--- src/rtl/bp_meter_pkg.sv ---
// Shared types and helpers for the band-pass envelope meter.
// Holds the meter FSM state enum and the exact absolute-value helper.
package bp_meter_pkg;

  typedef enum logic [1:0] {
    IDLE = 2'd0,
    RUN  = 2'd1,
    DONE = 2'd2
  } state_t;

  localparam int ABS_W = 64;

  // Exact magnitude; callers sign-extend into ABS_W and truncate back,
  // so the most negative sample maps to 2^(DATA_W-1) without saturation.
  function automatic logic [ABS_W-1:0] abs_val(
    input logic signed [ABS_W-1:0] x
  );
    return x[ABS_W-1] ? ABS_W'(-x) : ABS_W'(x);
  endfunction

endpackage

--- src/rtl/bp_zc_detect.sv ---
// Rising zero-crossing detector with optional hysteresis.
// Hysteresis arm logic is built only when BP_METER_HYST_EN is defined.
module bp_zc_detect #(
  parameter int DATA_W = 16,
  parameter int HYST   = 64
) (
  input  logic                     clk,
  input  logic                     rst,
  input  logic                     clear,
  input  logic                     valid,
  input  logic signed [DATA_W-1:0] sample,
  output logic                     crossing
);

  if (HYST < 0) begin : g_bad_hyst
    $error("HYST must be non-negative");
  end

`ifdef BP_METER_HYST_EN

  localparam logic signed [DATA_W-1:0] HYST_POS = DATA_W'(HYST);
  localparam logic signed [DATA_W-1:0] HYST_NEG = DATA_W'(-HYST);

  logic arm;
  logic hit_hi;
  logic hit_lo;

  assign hit_hi   = sample >= HYST_POS;
  assign hit_lo   = sample < HYST_NEG;
  assign crossing = valid && arm && hit_hi;

  always_ff @(posedge clk) begin
    if (rst || clear) begin
      arm <= 1'b0;
    end else if (crossing) begin
      arm <= 1'b0;
    end else if (valid && hit_lo) begin
      arm <= 1'b1;
    end
  end

`else

  logic have_prev;
  logic prev_neg;

  // have_prev keeps the first sample of a window from counting
  assign crossing = valid && have_prev
                 && prev_neg && !sample[DATA_W-1];

  always_ff @(posedge clk) begin
    if (rst || clear) begin
      have_prev <= 1'b0;
      prev_neg  <= 1'b0;
    end else if (valid) begin
      have_prev <= 1'b1;
      prev_neg  <= sample[DATA_W-1];
    end
  end

`endif

endmodule

--- src/rtl/bp_envelope_meter.sv ---
// Windowed peak / zero-crossing meter on a band-pass filter output.
// Define BP_METER_HYST_EN to enable crossing hysteresis of HYST LSBs.
module bp_envelope_meter
  import bp_meter_pkg::*;
#(
  parameter int DATA_W   = 16,
  parameter int WIN_LOG2 = 10,
  parameter int HYST     = 64
) (
  input  logic                     clk,
  input  logic                     rst,
  input  logic                     start,
  input  logic                     sample_valid,
  input  logic signed [DATA_W-1:0] sample,
  output logic                     busy,
  output logic                     result_valid,
  input  logic                     result_ready,
  output logic [DATA_W-1:0]        peak,
  output logic [WIN_LOG2-1:0]      zc_count,
  output logic                     overrun
);

  localparam logic [WIN_LOG2-1:0] CNT_MAX = '1;
  localparam logic [WIN_LOG2-1:0] ZC_MAX  = '1;

  state_t              state;
  state_t              state_n;
  logic [WIN_LOG2-1:0] sample_cnt;
  logic [DATA_W-1:0]   mag;
  logic                win_start;
  logic                run_valid;
  logic                last_sample;
  logic                done_valid;
  logic                crossing;

  assign win_start   = (state == IDLE) && start;
  assign run_valid   = (state == RUN) && sample_valid;
  assign done_valid  = (state == DONE) && sample_valid;
  assign last_sample = run_valid && (sample_cnt == CNT_MAX);
  assign mag         = DATA_W'(abs_val(ABS_W'(sample)));

  bp_zc_detect #(
    .DATA_W (DATA_W),
    .HYST   (HYST)
  ) u_zc (
    .clk      (clk),
    .rst      (rst),
    .clear    (win_start),
    .valid    (run_valid),
    .sample   (sample),
    .crossing (crossing)
  );

  always_ff @(posedge clk) begin
    if (rst) begin
      state <= IDLE;
    end else begin
      state <= state_n;
    end
  end

  always_comb begin
    state_n = state;
    unique case (state)
      IDLE: if (start)        state_n = RUN;
      RUN:  if (last_sample)  state_n = DONE;
      DONE: if (result_ready) state_n = IDLE;
      default:                state_n = IDLE;
    endcase
  end

  always_comb begin
    busy         = 1'b0;
    result_valid = 1'b0;
    unique case (state)
      RUN:  busy = 1'b1;
      DONE: begin
        busy         = 1'b1;
        result_valid = 1'b1;
      end
      default: ;
    endcase
  end

  always_ff @(posedge clk) begin
    if (rst) begin
      sample_cnt <= '0;
      peak       <= '0;
      zc_count   <= '0;
      overrun    <= 1'b0;
    end else if (win_start) begin
      sample_cnt <= '0;
      peak       <= '0;
      zc_count   <= '0;
      overrun    <= 1'b0;
    end else begin
      if (run_valid) begin
        sample_cnt <= sample_cnt + 1'b1;
        if (mag > peak) peak <= mag;
      end
      // saturate rather than wrap
      if (crossing && zc_count != ZC_MAX) begin
        zc_count <= zc_count + 1'b1;
      end
      if (done_valid) overrun <= 1'b1;
    end
  end

endmodule
--- config.mk ---
export PLATFORM = sky130hd
export DESIGN_NAME = bp_envelope_meter
export DESIGN_NICKNAME = d
export VERILOG_FILES = /design/src/rtl/bp_meter_pkg.sv /design/src/rtl/bp_zc_detect.sv /design/src/rtl/bp_envelope_meter.sv
export SDC_FILE = /design/constraint.sdc
export NUM_CORES = 1
export LEC_CHECK = 0
export BUFFER_PORTS_ARGS = -buffer_cell sky130_fd_sc_hd__buf_2
export CAP_MARGIN = 30
export CORE_MARGIN = 2
export CORE_UTILIZATION = 55
export DETAILED_ROUTE_END_ITERATION = 8
export GPL_TIMING_DRIVEN = 0
export PLACE_DENSITY = 0.8
export SLEW_MARGIN = 10
export SYNTH_ARGS = -nofsm -noshare
export SYNTH_HDL_FRONTEND = slang
export SYNTH_HIERARCHICAL = 1
export SYNTH_SLANG_ARGS = --single-unit
export TNS_END_PERCENT = 5
--- constraint.sdc ---
create_clock -name clk -period 5.5 [get_ports clk]
set_input_delay 1.65 -clock clk [delete_from_list [all_inputs] [get_ports clk]]
set_output_delay 1.65 -clock clk [all_outputs]
set_load 0.02 [all_outputs]
==> qor.yml, run 1 <==
placed_design:
  dp_slack_ns: -0.125
  place_inst: 381
  io_buffers: 49
  routabilityCongestion: 0.844
  dpl.hpwl_mm: 4.02
timing:
  whs_ns: 0.480
  slew_headroom_pct: 62.3
  finalClockSkew_ns: 0.00904
  final_hold_viol_count: 0
  fin_crit_sh_pct: 93.7
  tightest_slew_ns: 0.564
  setup_violations: 0
  timing.final.ws_setup_ns: 0.348
  finalMaxSlewViolations: 0
  max_freq_mhz: 194
  finalCriticalPeriod_ns: 5.15
  rsz0062_at_grt: "no"
clock_network:
  cts_setup_buffers: 0
  cts_max_level: 2
  path_clk_slew_ns: 0.08
  numClockSinks: 41
  worstSkewPairLatency_ns: 0.31
  numCtsBuffers: 5
  cts_tree: "yes"
  cts_buffer_depth: 2
  cts_root_buf: "clkbuf_8"
floorplan:
  die_w_um: 70.6
  die-height_um: 70.6
  initial_utilization_pct: 56.4
  dieArea_um2: 4980
  core_area_um2: 4320
  num_io_pins: 50
  num_rows: 24
global_route:
  grt_max_degree: 13
  grt_pass1_wl_mm: 8.97
  grt_usage_pct: 22.0
  grt_pass1_vias: 2041
  grt_overflow: 0
  antenna_found_initial: 0
drt:
  via_count: 2197
  finalWirelength_mm: 5.40
  wl_met1_mm: 2.49
  wl_met3_um: 229
  wl_per_cell_um: 13.9
  routed.top_layer: "met4"
  avgViaCountPerCell: 5.66
  drc_errors: 0
  initialDrtViolationCount: 102
  dr_wl_met2_mm: 2.64
  drtPass1Iterations: 4
  antenna_left: 0
worst_setup_path:
  endpoint_kind: "register"
  crit_arrival_ns: 5.37
  path_cells: "buf_2 -> or3_4 -> or3b_4 -> or3_1 -> o41ai_2 -> xnor2_1 -> ha_1 -> nand4_1 -> or4_1 -> a21o_1 -> a31oi_2 -> clkbuf_2 -> nand3_1 -> o31ai_1"
  crit_path_max_fanout: 10
  reg2reg_depth: 9
  cpLargestDelayFamily: "simple AND/OR/NAND/NOR gates"
  cp-start-kind: "primary input"
  critPathKind: "primary input to register"
  cp_slowest_cell: "or4_1"
  reg2reg_to: "peak[7]$_SDFFE_PP0P_"
  required_ns: 5.72
  r2r-start: "peak[14]$_SDFFE_PP0P_"
  max_stage_delay_ns: 0.58
  cp_num_buf_inv: 2
  r2r_slack_ns: 2.99
min_path:
  hold_start: "u_zc/have_prev$_SDFFE_PP0P_"
  hold_end: "u_zc/have_prev$_SDFFE_PP0P_"
  hold_path_depth: 2
  min_path_type: "register to register"
synthesis:
  ys_seq_area_share_pct: 33.7
  ys_warn_count: 6
  ys_types: 45
  synth-seq-cells: 41
  synth_cells: 280
  avgSynthCellArea_um2: 8.71
  syn_area_um2: 2440
  synth_fp_nets: 325
power:
  p_total_w: 0.000831
  comb_power_share_pct: 31.4
  p_seq_share_pct: 39.2
  powerDensity_nw_per_um2: 291
  pwr-share-clk_pct: 29.5
  switching_share_pct: 34.3
  irDropWorstVdd_mv: 0.202
  power_leakage_nw: 1.17
  p_int_w: 0.000546
  switchingPower_w: 0.000285
layout:
  fin_util_pct: 66.0
  final_net_count: 381
  drive_gt1_share_pct: 23.5
  instances_no_fill: 388
  layout_common_cells: "buf_2 (50), dfxtp_1 (41), nand2_1 (25)"
  mostFrequentLayoutCell: "buf_2"
  antenna-diode-count: 0
  area_delta_synth_final_pct: 17.0
job:
  timing.max_cap.violations: 0
status:
  status: "finished clean"
## per-layer routing
metal | global-route usage [%] | vias up
met3 | 4.99 | 6
met4 | 5.87 | 0
met5 | 0 | -
met1 | 27.8 | 1039
li1 | - | 1104
met2 | 38.1 | 48
## power by group through the flow
stage / clock (W) / combinational [W] / sequential, W
floorplan: 0 / 0.000180 / 0.000341
global placement: 0 / 0.000252 / 0.000332
detailed placement: 0 / 0.000258 / 0.000333
CTS: 0.000245 / 0.000261 / 0.000326
global route: 0.000258 / 0.000289 / 0.000328
finish: 0.000245 / 0.000261 / 0.000326
## state kept, by name, summed over array words and instances, names as in the netlist
name	count
peak	16
u_zc/have_prev	1
zc_count	10
overrun	1
sample_cnt	10
state	2
u_zc/prev_neg	1
## worst max path at each step
stage	start	slack (ns)	endpoint	cells after the start
after global routing	sample[3]	0.12	peak[9]$_SDFFE_PP0P_	14
after floorplan	sample[3]	0.46	peak[10]$_SDFFE_PP0P_	13
after CTS	sample[3]	0.18	peak[7]$_SDFFE_PP0P_	14
after global placement	sample[3]	-0.03	peak[0]$_SDFFE_PP0P_	13
after detailed placement	sample[3]	-0.12	peak[7]$_SDFFE_PP0P_	14
final	sample[3]	0.35	peak[7]$_SDFFE_PP0P_	14
## tightest hold or removal path: cells and delay by family (launching register included)
family        cells  cell delay (ns)
flops             1             0.31
simple gates      2             0.13
## cell usage after synthesis (all sizes together)
master   instances  area share, %
dfxtp           41             34
nand2           25            3.8
ha              24             12
nor2            23            3.5
inv             20            3.1
xnor2           15            5.4
a21oi           13            2.7
nand3           13            2.7
nor3            13            2.9
xor2            12            4.3
o31ai           10            3.6
o21ai            9            1.8
a31o             8            2.9
nand4            8            2.1
clkbuf           5           0.77
or3              5            1.7
buf              4            1.6
mux2i            4            1.6
a31oi            3            1.0
or4              3            1.1
and4             2           0.72
nor2b            2           0.51
o21a             2           0.62
o41ai            2            1.0
or2              2           0.51
a21o             1           0.31
a221o            1           0.41
a2bb2oi          1           0.36
and2             1           0.26
and3             1           0.26
and4b            1           0.46
and4bb           1           0.51
clkinv           1           0.15
nand2b           1           0.26
nor3b            1           0.31
o211ai           1           0.31
or3b             1           0.46
## layout make-up
class,instances,area [um^2]
Buffer,9,58.8
Clock buffer,5,68.8
Clock inverter,2,35.0
Fill cell,370,1470
Inverter,21,78.8
Multi-Input combinational cell,209,1480
Sequential cell,41,821
Tap cell,52,65.1
Timing Repair Buffer,49,245
## kinds of logic after synthesis
logic type | after synthesis | synth area share [%]
AND/OR/NAND/NOR | 103 | 22.0
flip-flops | 41 | 33.7
XOR/XNOR | 27 | 9.70
adder cells (fa/ha/maj) | 24 | 12.3
AO/OA/AOI/OAI | 51 | 15.1
multiplexers | 4 | 1.64
buffers and inverters | 30 | 5.59
## through the flow
stage / cell area (um^2) / TNS [ns]
5_1_grt: 2850 / 0
3_5_place_dp: 2750 / -0.719
6_report: 2850 / 0
2_1_floorplan: 2440 / 0
4_1_cts: 2850 / 0
3_3_place_gp: 2750 / -0.145
## timing repair
| action | CTS | global route |
|---|---|---|
| hold buffers | 0 | 0 |
| endpoints found under the hold margin | 0 | 0 |
| gates resized for setup | 0 | 2 |
| setup endpoints to repair | 0 | 7 |
Power figures use the tool's default switching activity.
==> inputs of run 2 (changes only) <==
--- a/config.mk
+++ b/config.mk
@@ -9,8 +9,8 @@
 export CAP_MARGIN = 30
 export CORE_MARGIN = 2
 export CORE_UTILIZATION = 55
+export CTS_CLUSTER_SIZE = 12
 export DETAILED_ROUTE_END_ITERATION = 8
-export GPL_TIMING_DRIVEN = 0
 export PLACE_DENSITY = 0.8
 export SLEW_MARGIN = 10
 export SYNTH_ARGS = -nofsm -noshare
==> run 2 against run 1 <==
Sequential share of layout area up 0.28 points. Clock power about the same. Flip-flop and latch count unchanged. Fmax up 1.4%. Non-clock buffer count down 6. Utilization down 0.64 points. Global-route usage down 1.2 points. Worst hold slack better by 0.0048 ns. First-iteration DRC count down 7.8%. Power down 2.0%. Critical path depth unchanged. Final cell count down 1.3%.
==> qor.yml, run 2 (same netlist as run 1, synthesis figures left out) <==
status:
  status: "finished clean"
floorplan:
  core_area_um2: 4320  # unchanged
  num_io_pins: 50  # unchanged
  die_w_um: 70.6  # unchanged
  dieArea_um2: 4980  # unchanged
  num_rows: 24  # unchanged
  die-height_um: 70.6  # unchanged
  initial_utilization_pct: 56.4  # unchanged
clock_network:
  numClockSinks: 41  # unchanged
  cts_root_buf: "clkbuf_8"
  cts_setup_buffers: 0  # unchanged
  cts_buffer_depth: 2  # unchanged
  cts_max_level: 2  # unchanged
  cts_tree: "yes"
  ctsResizeCount: 0  # unchanged
  ctsHoldBuffers: 0  # unchanged
  numCtsBuffers: 5  # unchanged
  worstSkewPairLatency_ns: 0.29  # -0.02 ns
  path_clk_slew_ns: 0.08  # about the same
global_route:
  antenna_found_initial: 0  # unchanged
  grt_pass1_vias: 2034  # -0.34%
  grt_overflow: 0  # unchanged
  grt_usage_pct: 20.8  # -1.2 points
  grt_max_degree: 37  # +24
  grt_pass1_wl_mm: 8.57  # -4.5%
worst_setup_path:
  critPathKind: "primary input to register"
  max_stage_delay_ns: 0.56  # -0.02 ns
  crit_path_max_fanout: 20  # +10
  endpoint_kind: "register"
  crit_arrival_ns: 5.27  # -0.10 ns
  cp-start-kind: "primary input"
  path_cells: "buf_2 -> or3_4 -> or3b_4 -> or3_1 -> o41ai_2 -> xnor2_1 -> ha_1 -> nand4_1 -> or4_1 -> a21o_1 -> a31oi_2 -> buf_4 -> nor3_1 -> a31o_2"
  cp_slowest_cell: "or4_1"
  cp_num_buf_inv: 2  # unchanged
  cpLargestDelayFamily: "simple AND/OR/NAND/NOR gates"
  required_ns: 5.69  # -0.03 ns
timing:
  tightest_slew_ns: 0.720  # +0.156 ns
  finalMaxSlewViolations: 0  # unchanged
  final_hold_viol_count: 0  # unchanged
  finalCriticalPeriod_ns: 5.08  # -0.0736 ns
  setup_tns_ns: 0  # unchanged
  fin_crit_sh_pct: 92.3  # -1.3 points
  finalClockSkew_ns: 0.00524  # -0.00380 ns
  setup_violations: 0  # unchanged
  rsz0062_at_grt: "no"
  slew_headroom_pct: 52.0  # -10 points
  max_freq_mhz: 197  # +1.4%
placed_design:
  io_buffers: 49  # unchanged
  place_inst: 375  # -1.6%
  routabilityCongestion: 0.878  # +4.0%
  dpl.hpwl_mm: 3.87  # -3.7%
drt:
  drc_errors: 0  # unchanged
  initialDrtViolationCount: 94  # -7.8%
  finalWirelength_mm: 5.01  # -7.1%
  antenna_left: 0  # unchanged
  avgViaCountPerCell: 5.52  # -2.5%
  drtPass1Iterations: 5  # +1
  wl_per_cell_um: 13.1  # -5.9%
  via_count: 2115  # -3.7%
power:
  powerDensity_nw_per_um2: 288  # -1.1%
  power_leakage_nw: 1.16  # -1.0%
  irDropWorstVdd_mv: 0.199  # -1.7%
  p_total_w: 0.000814  # -2.0%
layout:
  fin_util_pct: 65.4  # -0.64 points
  largest_reg_flops: 16  # unchanged
  instances_no_fill: 383  # -1.3%
  fillers: 369  # -0.27%
  drive_gt1_share_pct: 23.6  # +0.053 points
  antenna-diode-count: 0  # unchanged
  final_net_count: 375  # -1.6%
  top_regs: "peak x16, sample_cnt x10, zc_count x10"
  area_delta_synth_final_pct: 15.9
  mostFrequentLayoutCell: "buf_2"
  top_register: "peak"
  layout_common_cells: "buf_2 (49), dfxtp_1 (41), nand2_1 (25)"
job:
  timing.max_cap.violations: 0  # unchanged
min_path:
  min_path_type: "register to register"
[run 2: cell types whose count changed in the layout (fill, tap and decap cells not counted), sizes merged]
| cell | change |
|---|---|
| inv | +1 |
| clkbuf | -5 |
| buf | -1 |
[run 2: stage by stage]
step	area [um^2]	setup slack [ns]	hold WS [ns]
floorplan	2440	0.464	0.448
global placement	2710	0.215	0.453
detailed placement	2710	0.127	0.475
CTS	2830	0.435	0.488
global route	2830	0.209	0.519
finish	2830	0.422	0.485
[run 2: cell type report]
cell class | count | area, um^2 | share of cell area, %
inverters | 21 | 78.8 | 2.79
clock inverters | 3 | 43.8 | 1.55
clock buffers | 5 | 68.8 | 2.43
well taps | 52 | 65.1 | 2.30
repair buffers | 52 | 268 | 9.47
flip-flops and latches | 41 | 821 | 29.0
multi-input cells | 209 | 1480 | 52.4
[run 2: final timing paths]
| kind | startpoint | to | slack (ns) | cells after the start |
|---|---|---|---|---|
| worst max register to register | peak[14]$_SDFFE_PP0P_ | peak[1]$_SDFFE_PP0P_ | 3.05 | 9 |
| worst min-delay path | overrun$_SDFFE_PP0P_ | overrun$_SDFFE_PP0P_ | 0.49 | 2 |
| worst min register to register | overrun$_SDFFE_PP0P_ | overrun$_SDFFE_PP0P_ | 0.49 | 2 |
| worst max-delay path | sample[3] | peak[1]$_SDFFE_PP0P_ | 0.42 | 14 |
[run 2: power breakdown]
| part | total, W | internal [W] | leakage (nW) | switching, W |
|---|---|---|---|---|
| sequential | 0.000326 | 0.000314 | 0.331 | 0.0000119 |
| combinational | 0.000244 | 0.0000923 | 0.767 | 0.000151 |
| clock | 0.000245 | 0.000136 | 0.0585 | 0.000108 |
| total | 0.000814 | 0.000542 | 1.16 | 0.000272 |
[run 2: per-layer routing]
layer | vias up | track usage, % | routed length, um
met5 | - | 0 | 0
met2 | 54 | 38.1 | 2470
met4 | 0 | 5.87 | 16
met1 | 968 | 24.3 | 2260
met3 | 2 | 4.84 | 259
li1 | 1091 | - | -
[run 2: tightest hold or removal path: stages, from the launching register on]
cell	delay, ns
dfxtp_1	0.33
a21oi_1	0.04
nor2_1	0.08
==> inputs of run 3 (changes only) <==
--- a/config.mk
+++ b/config.mk
@@ -12,6 +12,7 @@
 export CTS_CLUSTER_SIZE = 12
 export DETAILED_ROUTE_END_ITERATION = 8
 export PLACE_DENSITY = 0.8
+export RECOVER_POWER = 25
 export SLEW_MARGIN = 10
 export SYNTH_ARGS = -nofsm -noshare
 export SYNTH_HDL_FRONTEND = slang
==> run 3 against run 2 <==
Power is 0.23% lower. Non-clock buffer count unchanged. Sequential power barely moved. Worst setup slack gained 0.0065 ns. Critical path depth unchanged. Combinational power hardly changed. Fmax increased by 0.13%. Clock-buffer cell count stayed put. Worst hold slack gained 0.0039 ns. Final cell count did not move. First-iteration DRC count grew 29%. Largest power group unchanged. Highest routed layer unchanged.
==> qor.yml, run 3 (same netlist as run 1, synthesis figures left out) <==
floorplan:
  num_io_pins: 50  # unchanged
  core_area_um2: 4320  # unchanged
  dieArea_um2: 4980  # unchanged
  num_rows: 24  # unchanged
  initial_utilization_pct: 56.4  # unchanged
  die_w_um: 70.6  # unchanged
  die-height_um: 70.6  # unchanged
clock_network:
  cts_max_level: 2  # unchanged
  numClockSinks: 41  # unchanged
  path_clk_slew_ns: 0.08  # about the same
  ctsHoldBuffers: 0  # unchanged
  ctsResizeCount: 0  # unchanged
  cts_tree: "yes"
  cts_root_buf: "clkbuf_8"
  cts_buffer_depth: 2  # unchanged
  cts_setup_buffers: 0  # unchanged
  worstSkewPairLatency_ns: 0.29  # about the same
  numCtsBuffers: 5  # unchanged
worst_setup_path:
  required_ns: 5.69  # about the same
  cp_num_buf_inv: 2  # unchanged
  startpoint: "sample[3]"
  max_stage_delay_ns: 0.57  # about the same
  cp_slowest_cell: "or4_1"
  crit_arrival_ns: 5.26  # about the same
  cpLargestDelayFamily: "simple AND/OR/NAND/NOR gates"
  endpoint_kind: "register"
  reg2reg_depth: 9  # unchanged
  cp-start-kind: "primary input"
  critPathKind: "primary input to register"
  reg2reg_to: "peak[1]$_SDFFE_PP0P_"
  path_cells: "buf_2 -> or3_4 -> or3b_4 -> or3_1 -> o41ai_2 -> xnor2_1 -> ha_1 -> nand4_1 -> or4_1 -> a21o_1 -> a31oi_2 -> buf_4 -> nor3_1 -> a31o_2"
  r2r-start: "peak[14]$_SDFFE_PP0P_"
  crit_path_max_fanout: 20  # unchanged
  r2r_slack_ns: 3.06  # about the same
layout:
  mostFrequentLayoutCell: "dfxtp_1"
  area_delta_synth_final_pct: 15.1
  fillers: 382  # +3.5%
  drive_gt1_share_pct: 18.7  # -4.8 points
  layout_common_cells: "dfxtp_1 (41), buf_2 (33), nand2_1 (25)"
  antenna-diode-count: 0  # unchanged
  fin_area_um2: 2810  # -0.71%
  top_register: "peak"
  final_net_count: 375  # unchanged
  largest_reg_flops: 16  # unchanged
  top_regs: "peak x16, sample_cnt x10, zc_count x10"
  fin_util_pct: 64.9  # -0.46 points
drt:
  finalWirelength_mm: 5.02  # +0.12%
  wl_per_cell_um: 13.1  # +0.12%
  drtPass1Iterations: 5  # unchanged
  antenna_left: 0  # unchanged
  avgViaCountPerCell: 5.48  # -0.80%
  initialDrtViolationCount: 121  # +29%
  via_count: 2098  # -0.80%
  drc_errors: 0  # unchanged
global_route:
  busiest_layer: "met2"
  grt_use_met1_pct: 24.3  # unchanged
  grt_pass1_vias: 2034  # unchanged
  antenna_found_initial: 0  # unchanged
  grt_max_degree: 37  # unchanged
  use_met2_pct: 38.1  # unchanged
  grt_overflow: 0  # unchanged
  met3_usage_pct: 4.84  # unchanged
  grt_usage_pct: 20.8  # unchanged
  grt_pass1_wl_mm: 8.57  # unchanged
power:
  p_seq_share_pct: 40.1  # about the same
  powerDensity_nw_per_um2: 289  # +0.48%
  switching_share_pct: 33.5  # +0.085 points
  switchingPower_w: 0.000272  # about the same
  pwr-share-clk_pct: 30.2  # +0.2 points
  p_int_w: 0.000540  # -0.36%
  comb_power_share_pct: 29.7  # -0.2 points
  irDropWorstVdd_mv: 0.198  # -0.40%
  power_leakage_nw: 1.09  # -5.9%
placed_design:
  placed_cell_area_um2: 2710  # unchanged
  io_buffers: 49  # unchanged
  dpl.hpwl_mm: 3.87  # unchanged
  routabilityCongestion: 0.878  # unchanged
timing:
  setup_tns_ns: 0  # unchanged
  finalClockSkew_ns: 0.00635  # +0.00111 ns
  slew_headroom_pct: 52.9  # +0.92 points
  setup_violations: 0  # unchanged
  rsz0062_at_grt: "no"
  tightest_slew_ns: 0.706  # -0.0138 ns
  final_hold_viol_count: 0  # unchanged
  fin_crit_sh_pct: 92.2  # -0.12 points
  max_freq_mhz: 197  # +0.13%
  finalMaxSlewViolations: 0  # unchanged
  whs_ns: 0.489  # +0.00394 ns
  finalCriticalPeriod_ns: 5.07  # -0.00647 ns
min_path:
  hold_path_depth: 2  # unchanged
  min_path_type: "register to register"
  hold_end: "overrun$_SDFFE_PP0P_"
  hold_start: "overrun$_SDFFE_PP0P_"
status:
  status: "finished clean"
job:
  timing.max_cap.violations: 0  # unchanged
## run 3: layout make-up
type                       count  area, um^2  share of cell area [%]
sequential                    41         821                    29.2
tap                           52        65.1                    2.32
timing repair buffer          52         248                    8.83
inverter                      21        78.8                    2.81
multi-input combinational    209        1480                    52.8
clock buffer                   5        68.8                    2.45
clock inverter                 3        43.8                    1.56
## run 3: stage by stage
step	power [W]	worst slack, ns	instances
floorplan	0.000520	0.464	280
global placement	0.000569	0.215	374
detailed placement	0.000577	0.127	375
CTS	0.000823	0.435	383
global route	0.000861	0.209	383
finish	0.000812	0.428	383
## run 3: layer usage
metal / vias up / wire, um
met3: 10 / 230
met2: 48 / 2480
met4: 0 / 47
met5: - / 0
li1: 1091 / -
met1: 949 / 2260
## run 3: worst max path at each step
stage	depth (start not counted)	slack, ns	end
floorplan	13	0.46	peak[10]$_SDFFE_PP0P_
finish	14	0.43	peak[1]$_SDFFE_PP0P_
detailed placement	14	0.13	peak[1]$_SDFFE_PP0P_
global route	14	0.21	peak[5]$_SDFFE_PP0P_
CTS	14	0.44	peak[1]$_SDFFE_PP0P_
global placement	14	0.21	peak[5]$_SDFFE_PP0P_
## run 3: power by group through the flow
stage	Sequential (W)	Combinational [W]	Clock, W
floorplan	0.000341	0.000180	0
global placement	0.000332	0.000237	0
global route	0.000328	0.000271	0.000262
CTS	0.000326	0.000245	0.000252
finish	0.000326	0.000241	0.000245
detailed placement	0.000333	0.000244	0
## run 3: tightest hold or removal path, stage by stage (launching register included)
cell and delay (ns):
dfxtp_1 0.33, a21oi_1 0.04, nor2_1 0.08
